[src/rtl/rom_loader.sv]
// rom_loader: boot-time copy of the ROM image from SPI configuration flash into board SRAM.
// Owns the SRAM bus through the arbiter's loader port group until the image is fully copied.
// Optional feature macro: LOADER_FAST_READ_EN selects the fast-read opcode (8'h0B) and adds
// eight dummy SCK cycles between the command and the data; otherwise plain read (8'h03).

module rom_loader #(
    parameter logic [23:0] FLASH_OFFSET = 24'h180000,
    parameter logic [20:0] DEST_BASE    = 21'h100000,
    parameter logic [20:0] LOAD_LEN     = 21'h040000
) (
    input  logic        clk,
    input  logic        reset,
    input  logic        reload,
    output logic        loader_act,
    output logic [20:0] loader_a,
    output logic [7:0]  loader_d,
    output logic        loader_wr,
    output logic        done,
    output logic        flash_ncs,
    output logic        flash_sck,
    output logic        flash_mosi,
    input  logic        flash_miso
);

`ifdef LOADER_FAST_READ_EN
    localparam logic [7:0] OPCODE = 8'h0B;
`else
    localparam logic [7:0] OPCODE = 8'h03;
`endif

    typedef enum logic [2:0] {
        StCsSetup,
        StCmd,
        StDummy,
        StData,
        StWrite,
        StFinish,
        StDone
    } state_e;

    state_e      state_q, state_d;
    logic        setup_q, setup_d;      // second CS_SETUP clock (chip select already low)
    logic        phase_q, phase_d;      // 0: SCK low phase, 1: SCK high phase
    logic [4:0]  bit_cnt_q, bit_cnt_d;  // bits left in the current SPI field, minus one
    logic [31:0] cmd_sh_q, cmd_sh_d;
    logic [6:0]  rx_q, rx_d;            // first seven bits of the byte being received
    logic [1:0]  wr_cnt_q, wr_cnt_d;
    logic [20:0] addr_q, addr_d;
    logic [7:0]  data_q, data_d;
    logic [20:0] count_q, count_d;
    logic        miso_sync_q;

    // MISO resynchroniser; the flash changes MISO on the SCK fall, so one register is enough.
    always_ff @(posedge clk or posedge reset) begin
        if (reset) begin
            miso_sync_q <= 1'b0;
        end else begin
            miso_sync_q <= flash_miso;
        end
    end

    // State and datapath registers.
    always_ff @(posedge clk or posedge reset) begin
        if (reset) begin
            state_q   <= StCsSetup;
            setup_q   <= 1'b0;
            phase_q   <= 1'b0;
            bit_cnt_q <= 5'd0;
            cmd_sh_q  <= 32'd0;
            rx_q      <= 7'd0;
            wr_cnt_q  <= 2'd0;
            addr_q    <= DEST_BASE;
            data_q    <= 8'd0;
            count_q   <= 21'd0;
        end else begin
            state_q   <= state_d;
            setup_q   <= setup_d;
            phase_q   <= phase_d;
            bit_cnt_q <= bit_cnt_d;
            cmd_sh_q  <= cmd_sh_d;
            rx_q      <= rx_d;
            wr_cnt_q  <= wr_cnt_d;
            addr_q    <= addr_d;
            data_q    <= data_d;
            count_q   <= count_d;
        end
    end

    // Next-state and datapath update; each SPI bit is an L phase followed by an H phase.
    always_comb begin
        state_d   = state_q;
        setup_d   = setup_q;
        phase_d   = phase_q;
        bit_cnt_d = bit_cnt_q;
        cmd_sh_d  = cmd_sh_q;
        rx_d      = rx_q;
        wr_cnt_d  = wr_cnt_q;
        addr_d    = addr_q;
        data_d    = data_q;
        count_d   = count_q;

        unique case (state_q)
            StCsSetup: begin
                if (!setup_q) begin
                    setup_d = 1'b1;
                end else begin
                    state_d   = StCmd;
                    phase_d   = 1'b0;
                    bit_cnt_d = 5'd31;
                    cmd_sh_d  = {OPCODE, FLASH_OFFSET};
                end
            end
            StCmd: begin
                if (!phase_q) begin
                    phase_d = 1'b1;
                end else begin
                    phase_d  = 1'b0;
                    cmd_sh_d = {cmd_sh_q[30:0], 1'b0};
                    if (bit_cnt_q == 5'd0) begin
                        bit_cnt_d = 5'd7;
`ifdef LOADER_FAST_READ_EN
                        state_d   = StDummy;
`else
                        state_d   = StData;
`endif
                    end else begin
                        bit_cnt_d = bit_cnt_q - 5'd1;
                    end
                end
            end
            StDummy: begin
                if (!phase_q) begin
                    phase_d = 1'b1;
                end else begin
                    phase_d = 1'b0;
                    if (bit_cnt_q == 5'd0) begin
                        bit_cnt_d = 5'd7;
                        state_d   = StData;
                    end else begin
                        bit_cnt_d = bit_cnt_q - 5'd1;
                    end
                end
            end
            StData: begin
                if (!phase_q) begin
                    phase_d = 1'b1;
                end else begin
                    // Sample at the end of the H phase from the synchronised copy.
                    phase_d = 1'b0;
                    rx_d    = {rx_q[5:0], miso_sync_q};
                    if (bit_cnt_q == 5'd0) begin
                        data_d   = {rx_q, miso_sync_q};
                        wr_cnt_d = 2'd0;
                        state_d  = StWrite;
                    end else begin
                        bit_cnt_d = bit_cnt_q - 5'd1;
                    end
                end
            end
            StWrite: begin
                if (wr_cnt_q != 2'd2) begin
                    wr_cnt_d = wr_cnt_q + 2'd1;
                end else begin
                    count_d = count_q + 21'd1;
                    addr_d  = addr_q + 21'd1;
                    if ((count_q + 21'd1) == LOAD_LEN) begin
                        state_d = StFinish;
                    end else begin
                        // Chip select stays low: the flash keeps streaming the next byte.
                        state_d   = StData;
                        phase_d   = 1'b0;
                        bit_cnt_d = 5'd7;
                    end
                end
            end
            StFinish: begin
                state_d = StDone;
            end
            StDone: begin
                if (reload) begin
                    state_d = StCsSetup;
                    setup_d = 1'b0;
                    phase_d = 1'b0;
                    count_d = 21'd0;
                    addr_d  = DEST_BASE;
                    data_d  = 8'd0;
                end
            end
            default: begin
                state_d = StCsSetup;
            end
        endcase
    end

    // Output decode from registered state only.
    always_comb begin
        loader_act = (state_q != StDone);
        done       = (state_q == StDone);
        flash_ncs  = 1'b0;
        flash_sck  = 1'b0;
        flash_mosi = 1'b0;
        loader_wr  = 1'b0;
        unique case (state_q)
            StCsSetup: flash_ncs = !setup_q;
            StCmd: begin
                flash_sck  = phase_q;
                flash_mosi = cmd_sh_q[31];
            end
            StDummy, StData: flash_sck = phase_q;
            StWrite:          loader_wr = (wr_cnt_q == 2'd1);
            StFinish, StDone: flash_ncs = 1'b1;
            default:          flash_ncs = 1'b1;
        endcase
    end

    assign loader_a = addr_q;
    assign loader_d = data_q;

endmodule

[config.mk]
export PLATFORM = sky130hd
export DESIGN_NAME = rom_loader
export DESIGN_NICKNAME = d
export VERILOG_FILES = /design/src/rtl/rom_loader.sv
export SDC_FILE = /design/constraint.sdc
export NUM_CORES = 1
export LEC_CHECK = 0
export CAP_MARGIN = 20
export CELL_PAD_IN_SITES_DETAIL_PLACEMENT = 0
export CELL_PAD_IN_SITES_GLOBAL_PLACEMENT = 1
export CORE_ASPECT_RATIO = 1.25
export CORE_UTILIZATION = 48
export CTS_CLUSTER_DIAMETER = 60
export DETAILED_ROUTE_END_ITERATION = 7
export PLACE_DENSITY_LB_ADDON = 0.3
export SLEW_MARGIN = 10
export SYNTH_ARGS = -nofsm -noshare
export SYNTH_HDL_FRONTEND = slang
export SYNTH_SLANG_ARGS = --single-unit
[constraint.sdc]
create_clock -name clk -period 7.1 [get_ports clk]
set_input_delay 2.13 -clock clk [delete_from_list [all_inputs] [get_ports clk]]
set_output_delay 2.13 -clock clk [all_outputs]
set_load 0.02 [all_outputs]
==> results of run 1 <==
Yosys cell counts, drive strengths merged (6+ instances only):
cell,n,area share (%)
xnor2,11,2.2
a22o,13,2.5
nor2,41,3.4
o21ai,54,6.1
nand2,54,4.5
nand4,18,2.7
and3,6,0.87
dfrtp,82,46
and4,7,1.4
mux2,8,2.0
buf,16,1.8
xor2,12,2.4
nand2b,6,0.84
nand3,20,2.6
inv,13,1.1
a21oi,18,2.1
clkbuf,13,1.1
or3,7,0.98
nor3,9,1.0
logic make-up after synthesis:
group | Yosys count | share of synthesized area (%)
adder cells (fa/ha/maj) | 6 | 1.651
flip-flops | 83 | 46.49
AO/OA/AOI/OAI | 124 | 18.11
multiplexers | 9 | 2.239
buffers and inverters | 42 | 4.002
XOR/XNOR | 23 | 4.506
AND/OR/NAND/NOR | 190 | 23.01
through the flow:
stage / hold slack, ns / total power, W / setup WS, ns / area [sq um] / utilization (%)
2_1_floorplan: 0.4327 / 0.001117 / 2.835 / 4471 / -
3_3_place_gp: 0.4483 / 0.001261 / 2.600 / 4906 / 54.05
3_5_place_dp: 0.4506 / 0.001274 / 2.498 / 4906 / 54.05
4_1_cts: 0.4649 / 0.001746 / 2.417 / 5200 / 57.29
5_1_grt: 0.4835 / 0.001841 / 2.268 / 5207 / 57.38
6_report: 0.4627 / 0.001731 / 2.407 / 5207 / 57.38
worst paths after layout:
| kind | startpoint | to | slack [ns] | depth (start not counted) |
|---|---|---|---|---|
| worst max-delay path | state_q[2] | done | 2.41 | 4 |
| worst min-delay path | bit_cnt_q[0] | bit_cnt_q[0] | 0.46 | 1 |
| worst max register to register | state_q[2] | count_q[13] | 3.86 | 8 |
| worst min register to register | bit_cnt_q[0] | bit_cnt_q[0] | 0.46 | 1 |
| max in group asynchronous | reset | phase_q | 3.91 | 3 |
| min in group asynchronous | reset | loader_d[2] | 2.05 | 2 |
power breakdown:
group | internal (W) | switching (W) | total, W | leakage (nW)
Combinational | 0.000261 | 0.000253 | 0.000514 | 0.932
Sequential | 0.000606 | 0.000148 | 0.000755 | 1.04
Clock | 0.000273 | 0.000189 | 0.000462 | 0.143
Total | 0.00114 | 0.000590 | 0.00173 | 2.11
flip-flops by register name, summed over array words and instances (netlist names):
signal,flops
loader_d,8
bit_cnt_q,5
state_q,3
miso_sync_q,1
rx_q,7
wr_cnt_q,2
phase_q,1
cmd_sh_q,13
count_q,21
loader_a,21
setup_q,1
cell usage in the layout, fill, tap and decap left out, types with 6 or more instances in the layout:
cell type and n:
a21oi_1 17, a22o_1 13, and4_1 7, clkbuf_16 9, clkdlybuf4s50_1 38, dfrtp_1 82
inv_1 12, mux2_2 8, nand2_1 54, nand2b_1 6, nand3_1 18, nand4_1 17
nor2_1 41, nor3_1 9, o21ai_0 53, or3_1 7, xnor2_1 11, xor2_1 12
metal layers:
layer	wire length, um	up-vias	part of all wire [%]
li1	-	1783	-
met1	4736	1733	49
met2	4516	55	47
met3	290	11	3.0
met4	129	0	1.3
met5	0	-	0
layout make-up:
class                   instances  share of cell area [%]
flip-flops and latches         83                   39.91
clock buffers                  10                   4.397
repair buffers                 43                   8.025
multi-input cells             352                   42.50
inverters                      13                  0.9611
clock inverters                 6                   1.249
well taps                     123                   2.955
==> results.md, run 1 <==
* Status: complete, no violations
* Pwr Density at 332.4 nW/um^2
* Most Crowded Layer GR: met2
* Critical path class: register to output port
* Number of diodes at 0
* Distinct cell type count after synthesis at 66
* Seq/Total Area, Yosys at 46.49%
* CTS clk-pin slew, worst paths at 0.06 ns
* Clock insertion delay at the later pin of the skew report at 0.33 ns
* Crit path max fanout at 22
* Hold buffers post-CTS at 0
* Synthesis-to-layout area growth at 16.48%
* Synth Register Bits at 83
* Number of synthesized flops with an enable pin at 0
* Maximum vdd drop at 214.2 uV
* Worst Setup End Kind: output port
* Max stage delay on crit path at 0.76 ns
* Layout Skew at 0.004636 ns
* Routed Antenna Nets at 0
* IO Port Bufs at 38
* DR vias at 3582
* CTS resizes at 0
* CP arrival at 2.56 ns
* Crit start category: register
* CP top delay family: buffers and inverters
* Clk sinks at 83
* Fin nets at 511
* WL/cell at 15.35 um
* Max_cap viols at 0
* TritonRoute pass-1 iters at 4
* Die Area at 9706 sq um
* Initial Utilization at 49.26%
* Slew margin rel. at 41.26%
* Most Frequent Cell on Critical Path: inv_1
* Ys async rst share at 100.0%
* Worst slew pin tran at 0.8810 ns
* Final wirelength at 9.673 mm
* Cell total after placement at 613
* DRC Markers at 0
* Worst path bufs/invs at 3
* First-pass GRT wire length at 16.44 mm
* Max Slew Vio Count at 0
* Vias in the first global route at 3403
* Largest net degree at the start of global routing at 70
* Required time of the critical path at 4.97 ns
* GR Util met2 at 35.00%
* Core ar. at 9076 sq um
* Initial DRC Count at 259
* GR Util met1 at 29.75%
* Initial antenna violation count at 0
* RSZ-0062 raised after global routing: no
* Synth Flop Type: dfrtp_1
* Post-Syn Area per Cell at 9.372 sq um
* Fmax at 0.2131 GHz
* Chip height at 109.9 um
* Final hold viol count at 0
* Final Wtd Congestion at 0.7957
* CTS tree: done
* DP HPWL at 6.344 mm
* Die X at 88.32 um
* Grt ovf at 0
* Final cycle utilization of the critical path at 66.10%
* Worst path cell trace: inv_1 -> or2_2 -> inv_1 -> clkdlybuf4s50_1
* Final-layout fill cell count at 836
* Post-Syn Area at 4471 sq um
* Synthesized Nets at 486
* Setup Fix Bufs, Post-CTS at 0
* Mapped Cells at 477
* Final setup vio count at 0
* Final setup TNS at 0 ns
* Overall Global Routing Usage at 21.93%
* Num CTS Buffers at 9
* Clock Path Buffers at 2
* CP max-delay cell: dfrtp_1
* H-tree Lvls at 3
* Leakage Power at 2.112 nW
* Met3 GRT Util at 4.429%
* Post-route minimum period at 4.693 ns
* Worst min-delay path class: register to register
* Yosys warns at 0
* Vias per cell at 5.686
* Row cnt at 39
* I/O pins at 39
* Final Non-Filler Cells at 630
* Fraction of layout cells with a size suffix above 1 at 10.65%
* Root Buffer: clkbuf_16
* Reg area at 2078 sq um
* Multi-input logic area at 2213 sq um
Power figures use the tool's default switching activity.
==> run 2: changes to the inputs <==
Settings changed: CORE_UTILIZATION 48 to 45.
Clock period 7.1 ns to 4.4 ns, I/O delays scaled along.
==> run 2 against run 1 <==
Clock power rose by 69%. Setup slack got worse by 1.6 ns. Final area rose by 1.2%. Wire length rose by 2.0%. Critical path type unchanged. Hold slack improved by 0.015 ns. Critical endpoint is now flash_ncs. Global-route usage fell by 1.3 points. Non-clock buffer count rose by 4. Clock skew rose by 0.0023 ns. Die area rose by 6.5%. Critical path depth did not move.
==> results.md, run 2 (synthesis gave the netlist of run 1 again) <==
* Die X at 91.15 um (+3.2%)
* Pre-CTS setup slack at 1.040 ns (-1.459 ns)
* DR vias at 3622 (+1.1%)
* Combinational Power Share at 29.7% (about the same)
* Final setup vio count at 0 (unchanged)
* Final hold viol count at 0 (unchanged)
* Worst min-delay path class: register to register
* Vias in the first global route at 3576 (+5.1%)
* Maximum vdd drop at 281.9 uV (+32%)
* Chip height at 113.4 um (+3.2%)
* Worst Setup End Kind: output port
* Crit path max fanout at 16 (-27%)
* Most frequent cells in the layout: dfrtp_1, nand2_1, o21ai_0, nor2_1, clkdlybuf4s50_1
* Final-layout fill cell count at 890 (+6.5%)
* CTS clk-pin slew, worst paths at 0.06 ns (about the same)
* Num CTS Buffers at 9 (unchanged)
* Layout Skew at 0.006916 ns (+0.002280 ns)
* Core ar. at 9609 sq um (+5.9%)
* Initial antenna violation count at 0 (unchanged)
* Status: complete, no violations
* Fin nets at 515 (+0.78%)
* Leakage Power at 2.140 nW (+1.3%)
* IO Port Bufs at 38 (unchanged)
* Largest net degree at the start of global routing at 84 (+20%)
* First-pass GRT wire length at 17.12 mm (+4.1%)
* Fin area at 5273 sq um (+1.2%)
* I/O pins at 39 (unchanged)
* Clock insertion delay at the later pin of the skew report at 0.35 ns (+0.02 ns)
* Initial DRC Count at 241 (-6.9%)
* CTS tree: done
* Overall Global Routing Usage at 20.66% (-1.3 points)
* Slew margin rel. at 53.53% (+12 points)
* Critical path class: register to output port
* Fraction of layout cells with a size suffix above 1 at 11.55% (+0.90 points)
* TritonRoute pass-1 iters at 5 (+1)
* Fmax at 0.2756 GHz
* Required time of the critical path at 3.08 ns (-1.89 ns)
* Max Slew Vio Count at 0 (unchanged)
* Row cnt at 40 (+2.6%)
* Setup Fix Bufs, Post-CTS at 0 (unchanged)
* Number of diodes at 0 (unchanged)
* Initial Utilization at 46.52% (-2.7 points)
* Final worst slack at 0.7720 ns (-1.635 ns)
* Final Wtd Congestion at 0.7856 (-1.3%)
* Grt ovf at 0 (unchanged)
* Switching power at 0.0009707 W (+64%)
* Final setup TNS at 0 ns (unchanged)
* Dpl cell area at 4952 sq um (+0.94%)
* Final total power at 0.002835 W (+64%)
* CTS resizes at 0 (unchanged)
* DRC Markers at 0 (unchanged)
* Switching share of power at 34.24% (+0.14 points)
* Pint at 0.001864 W (+63%)
* Routed Antenna Nets at 0 (unchanged)
* WL/cell at 15.49 um (+0.86%)
* Synthesis-to-layout area growth at 17.94%
* Hold buffers post-CTS at 0 (unchanged)
* RSZ-0062 raised after global routing: no
* Root Buffer: clkbuf_16
* Clk pwr share at 27.6% (+0.9 points)
* Final cycle utilization of the critical path at 82.45%
* Crit start category: register
* Worst slew pin tran at 0.6945 ns (-0.1865 ns)
* Clock Path Buffers at 2 (unchanged)
* Max_cap viols at 0 (unchanged)
* H-tree Lvls at 3 (unchanged)
* Reg power frac at 42.7% (-0.9 points)
* Die Area at 10340 sq um (+6.5%)
* DP HPWL at 6.638 mm (+4.6%)
* CP arrival at 2.31 ns (-0.25 ns)
* Commonest non-fill, non-tap cell in the layout: dfrtp_1
* Clk sinks at 83 (unchanged)
* Post-route minimum period at 3.628 ns
* Vias per cell at 5.686 (about the same)
* Pwr Density at 537.7 nW/um^2 (+62%)
* Final wirelength at 9.865 mm (+2.0%)
[run 2: cell count changes in the layout (fill, tap and decap cells not counted), sizes merged]
cell,previous run,this run
buf,5,9
clkinv,4,3
clkinvlp,1,2
[run 2: critical path: stages (launching register included)]
cell             delay [ns]
dfrtp_1                0.55
or2_2                  0.39
or3_1                  0.31
o21ai_0                0.09
clkdlybuf4s50_1        0.63
[run 2: area by class of cell]
type | instances | area (sq um) | share of cell area (%)
well taps | 126 | 157.7 | 2.990
clock inverters | 6 | 73.82 | 1.400
multi-input cells | 352 | 2213 | 41.98
clock buffers | 10 | 239.0 | 4.533
inverters | 13 | 50.05 | 0.9492
flip-flops and latches | 83 | 2078 | 39.42
repair buffers | 47 | 460.4 | 8.733
[run 2: worst paths after layout]
kind                       slack (ns)  cells after the start      endpoint          from
max in group asynchronous        2.66                      3  loader_a[20]         reset
min                              0.48                      1  bit_cnt_q[0]  bit_cnt_q[0]
min in group asynchronous        1.41                      3  cmd_sh_q[29]         reset
max                              0.77                      4     flash_ncs    state_q[1]
min reg2reg                      0.48                      1  bit_cnt_q[0]  bit_cnt_q[0]
max reg2reg                      1.61                      7  bit_cnt_q[4]    count_q[0]
[run 2: per-layer routing]
metal  vias to the layer above  GRT usage, %  share of wire, %
met5                         -             0                 0
met4                         0         7.407               1.4
met3                        10         4.133               3.4
met2                        63         34.90                50
met1                      1768         26.46                45
li1                       1781             -                 -
[run 2: power groups by stage]
| stage | clock (W) | sequential (W) | combinational, W |
|---|---|---|---|
| 3_5_place_dp | 0 | 0.00122 | 0.000848 |
| 6_report | 0.000782 | 0.00121 | 0.000843 |
| 4_1_cts | 0.000805 | 0.00121 | 0.000852 |
| 5_1_grt | 0.000829 | 0.00124 | 0.000930 |
| 3_3_place_gp | 0 | 0.00121 | 0.000826 |
| 2_1_floorplan | 0 | 0.00119 | 0.000614 |
[run 2: metrics by stage]
stage | hold WS, ns | utilization (%) | std cells
floorplan | 0.4327 | - | 477
global placement | 0.4496 | 51.54 | 620
finish | 0.4780 | 54.87 | 637
CTS | 0.4835 | 54.79 | 636
detailed placement | 0.4728 | 51.54 | 620
global route | 0.4825 | 54.87 | 637
==> run 3: changes to the inputs <==
Clock period 4.4 ns to 3.5 ns, I/O delays scaled along.
==> run 3 against run 2 <==
Hold slack got worse by 0.016 ns. Critical endpoint unchanged. Cell count increased by 0.31%. Via count increased by 1.9%. First-iteration DRC count decreased by 5.0%. Setup slack got worse by 0.63 ns.
==> results.md, run 3 (synthesis gave the netlist of run 1 again) <==
* Clk sinks at 83 (unchanged)
* WL/cell at 15.50 um (about the same)
* Commonest non-fill, non-tap cell in the layout: dfrtp_1
* First-pass GRT wire length at 16.92 mm (-1.2%)
* Post-route minimum period at 3.353 ns
* Max_cap viols at 0 (unchanged)
* Layout Skew at 0.004748 ns (-0.002167 ns)
* Initial DRC Count at 229 (-5.0%)
* Vias per cell at 5.775 (+1.6%)
* Critical path class: register to output port
* Synthesis-to-layout area growth at 17.46%
* Pwr Density at 666.9 nW/um^2 (+24%)
* Num CTS Buffers at 9 (unchanged)
* Most frequent cells in the layout: dfrtp_1, nand2_1, o21ai_0, nor2_1, clkdlybuf4s50_1
* Final setup vio count at 0 (unchanged)
* CP arrival at 2.30 ns (about the same)
* Final wirelength at 9.903 mm (+0.39%)
* Root Buffer: clkbuf_16
* Row cnt at 40 (unchanged)
* Die X at 91.15 um (unchanged)
* Multi-input logic area at 2213 sq um (unchanged)
* Worst min-delay path class: register to register
* Crit start category: register
* IO Port Bufs at 38 (unchanged)
* H-tree Lvls at 3 (unchanged)
* Leakage Power at 2.142 nW (about the same)
* Fraction of layout cells with a size suffix above 1 at 12.09% (+0.54 points)
* Initial Utilization at 46.52% (unchanged)
* Number of diodes at 0 (unchanged)
* RSZ-0062 raised after global routing: no
* Die Area at 10340 sq um (unchanged)
* DRC Markers at 0 (unchanged)
* Vias in the first global route at 3493 (-2.3%)
* R2R Setup Slk at 0.75 ns (-0.86 ns)
* Fmax at 0.2982 GHz
* Clock insertion delay at the later pin of the skew report at 0.34 ns (about the same)
* CTS clk-pin slew, worst paths at 0.06 ns (about the same)
* CTS tree: done
* Largest net degree at the start of global routing at 36 (-57%)
* Overall Global Routing Usage at 20.40% (-0.26 points)
* Hold buffers post-CTS at 0 (unchanged)
* DP HPWL at 6.713 mm (+1.1%)
* Chip height at 113.4 um (unchanged)
* Final Wtd Congestion at 0.8225 (+4.7%)
* Clock Path Buffers at 2 (unchanged)
* Worst slew pin tran at 0.6835 ns (-0.01106 ns)
* Fin nets at 517 (+0.39%)
* DR vias at 3690 (+1.9%)
* Worst Setup End Kind: output port
* Status: complete, no violations
* Grt ovf at 0 (unchanged)
* Layout Utilization at 54.65% (-0.22 points)
* Required time of the critical path at 2.45 ns (-0.63 ns)
* Routed Antenna Nets at 0 (unchanged)
* Core ar. at 9609 sq um (unchanged)
* Initial antenna violation count at 0 (unchanged)
* Maximum vdd drop at 411.0 uV (+46%)
* Final setup TNS at 0 ns (unchanged)
* Final cycle utilization of the critical path at 95.81%
* Reg area at 2079 sq um (about the same)
* Final hold viol count at 0 (unchanged)
* Final total power at 0.003502 W (+24%)
* Slew margin rel. at 54.27% (+0.74 points)
* TritonRoute pass-1 iters at 4 (-1)
* I/O pins at 39 (unchanged)
* Final-layout fill cell count at 889 (-0.11%)
* Crit path max fanout at 16 (unchanged)
* Max Slew Vio Count at 0 (unchanged)
==> run 3: power breakdown <==
group / switching (W) / total (W) / internal [W]
registers: 0.000296 / 0.00153 / 0.00123
logic: 0.000529 / 0.00107 / 0.000537
clock network: 0.000404 / 0.000910 / 0.000506
total: 0.00123 / 0.00350 / 0.00227
==> run 3: final cells by class <==
type / count / share of cell area, %
repair buffers: 49 / 8.816
multi-input cells: 352 / 42.15
well taps: 126 / 3.002
clock inverters: 6 / 0.9292
inverters: 13 / 0.9531
clock buffers: 10 / 4.551
flip-flops and latches: 83 / 39.60
==> run 3: final timing paths <==
kind / endpoint / depth (start not counted) / start
worst max-delay path: flash_ncs / 4 / state_q[1]
worst min register to register: bit_cnt_q[0] / 1 / bit_cnt_q[0]
worst min-delay path: bit_cnt_q[0] / 1 / bit_cnt_q[0]
min in group asynchronous: loader_a[19] / 2 / reset
max in group asynchronous: state_q[0] / 3 / reset
worst max register to register: bit_cnt_q[4] / 7 / count_q[0]
==> run 3: what timing repair did <==
item / 4_1_cts / 5_1_grt
setup endpoints to repair: 0 / 1
resized for setup: 0 / 1
buffers inserted: 0 / 0
==> run 3: per-layer routing <==
| layer | global-route usage, % | routed length, um | vias up |
|---|---|---|---|
| met5 | 0 | 0 | - |
| met4 | 7.196 | 122 | 0 |
| met3 | 3.267 | 334 | 9 |
| met2 | 34.44 | 4894 | 68 |
| met1 | 26.69 | 4553 | 1820 |
| li1 | - | - | 1793 |
==> run 3: worst max-delay path, stage by stage (launching register included) <==
cell and delay [ns]:
dfrtp_1 0.56, or2_2 0.39, or3_1 0.30, o21ai_0 0.08, clkdlybuf4s50_1 0.64
==> run 3: per-stage QoR <==
stage          setup WS, ns  instances  hold slack [ns]  area (sq um)
2_1_floorplan        0.3149        477           0.4327          4471
3_3_place_gp         0.4566        623           0.4508          4962
3_5_place_dp         0.4045        623           0.4550          4962
4_1_cts              0.1484        639           0.4635          5250
5_1_grt             0.02088        639           0.5025          5251
6_report             0.1466        639           0.4619          5251
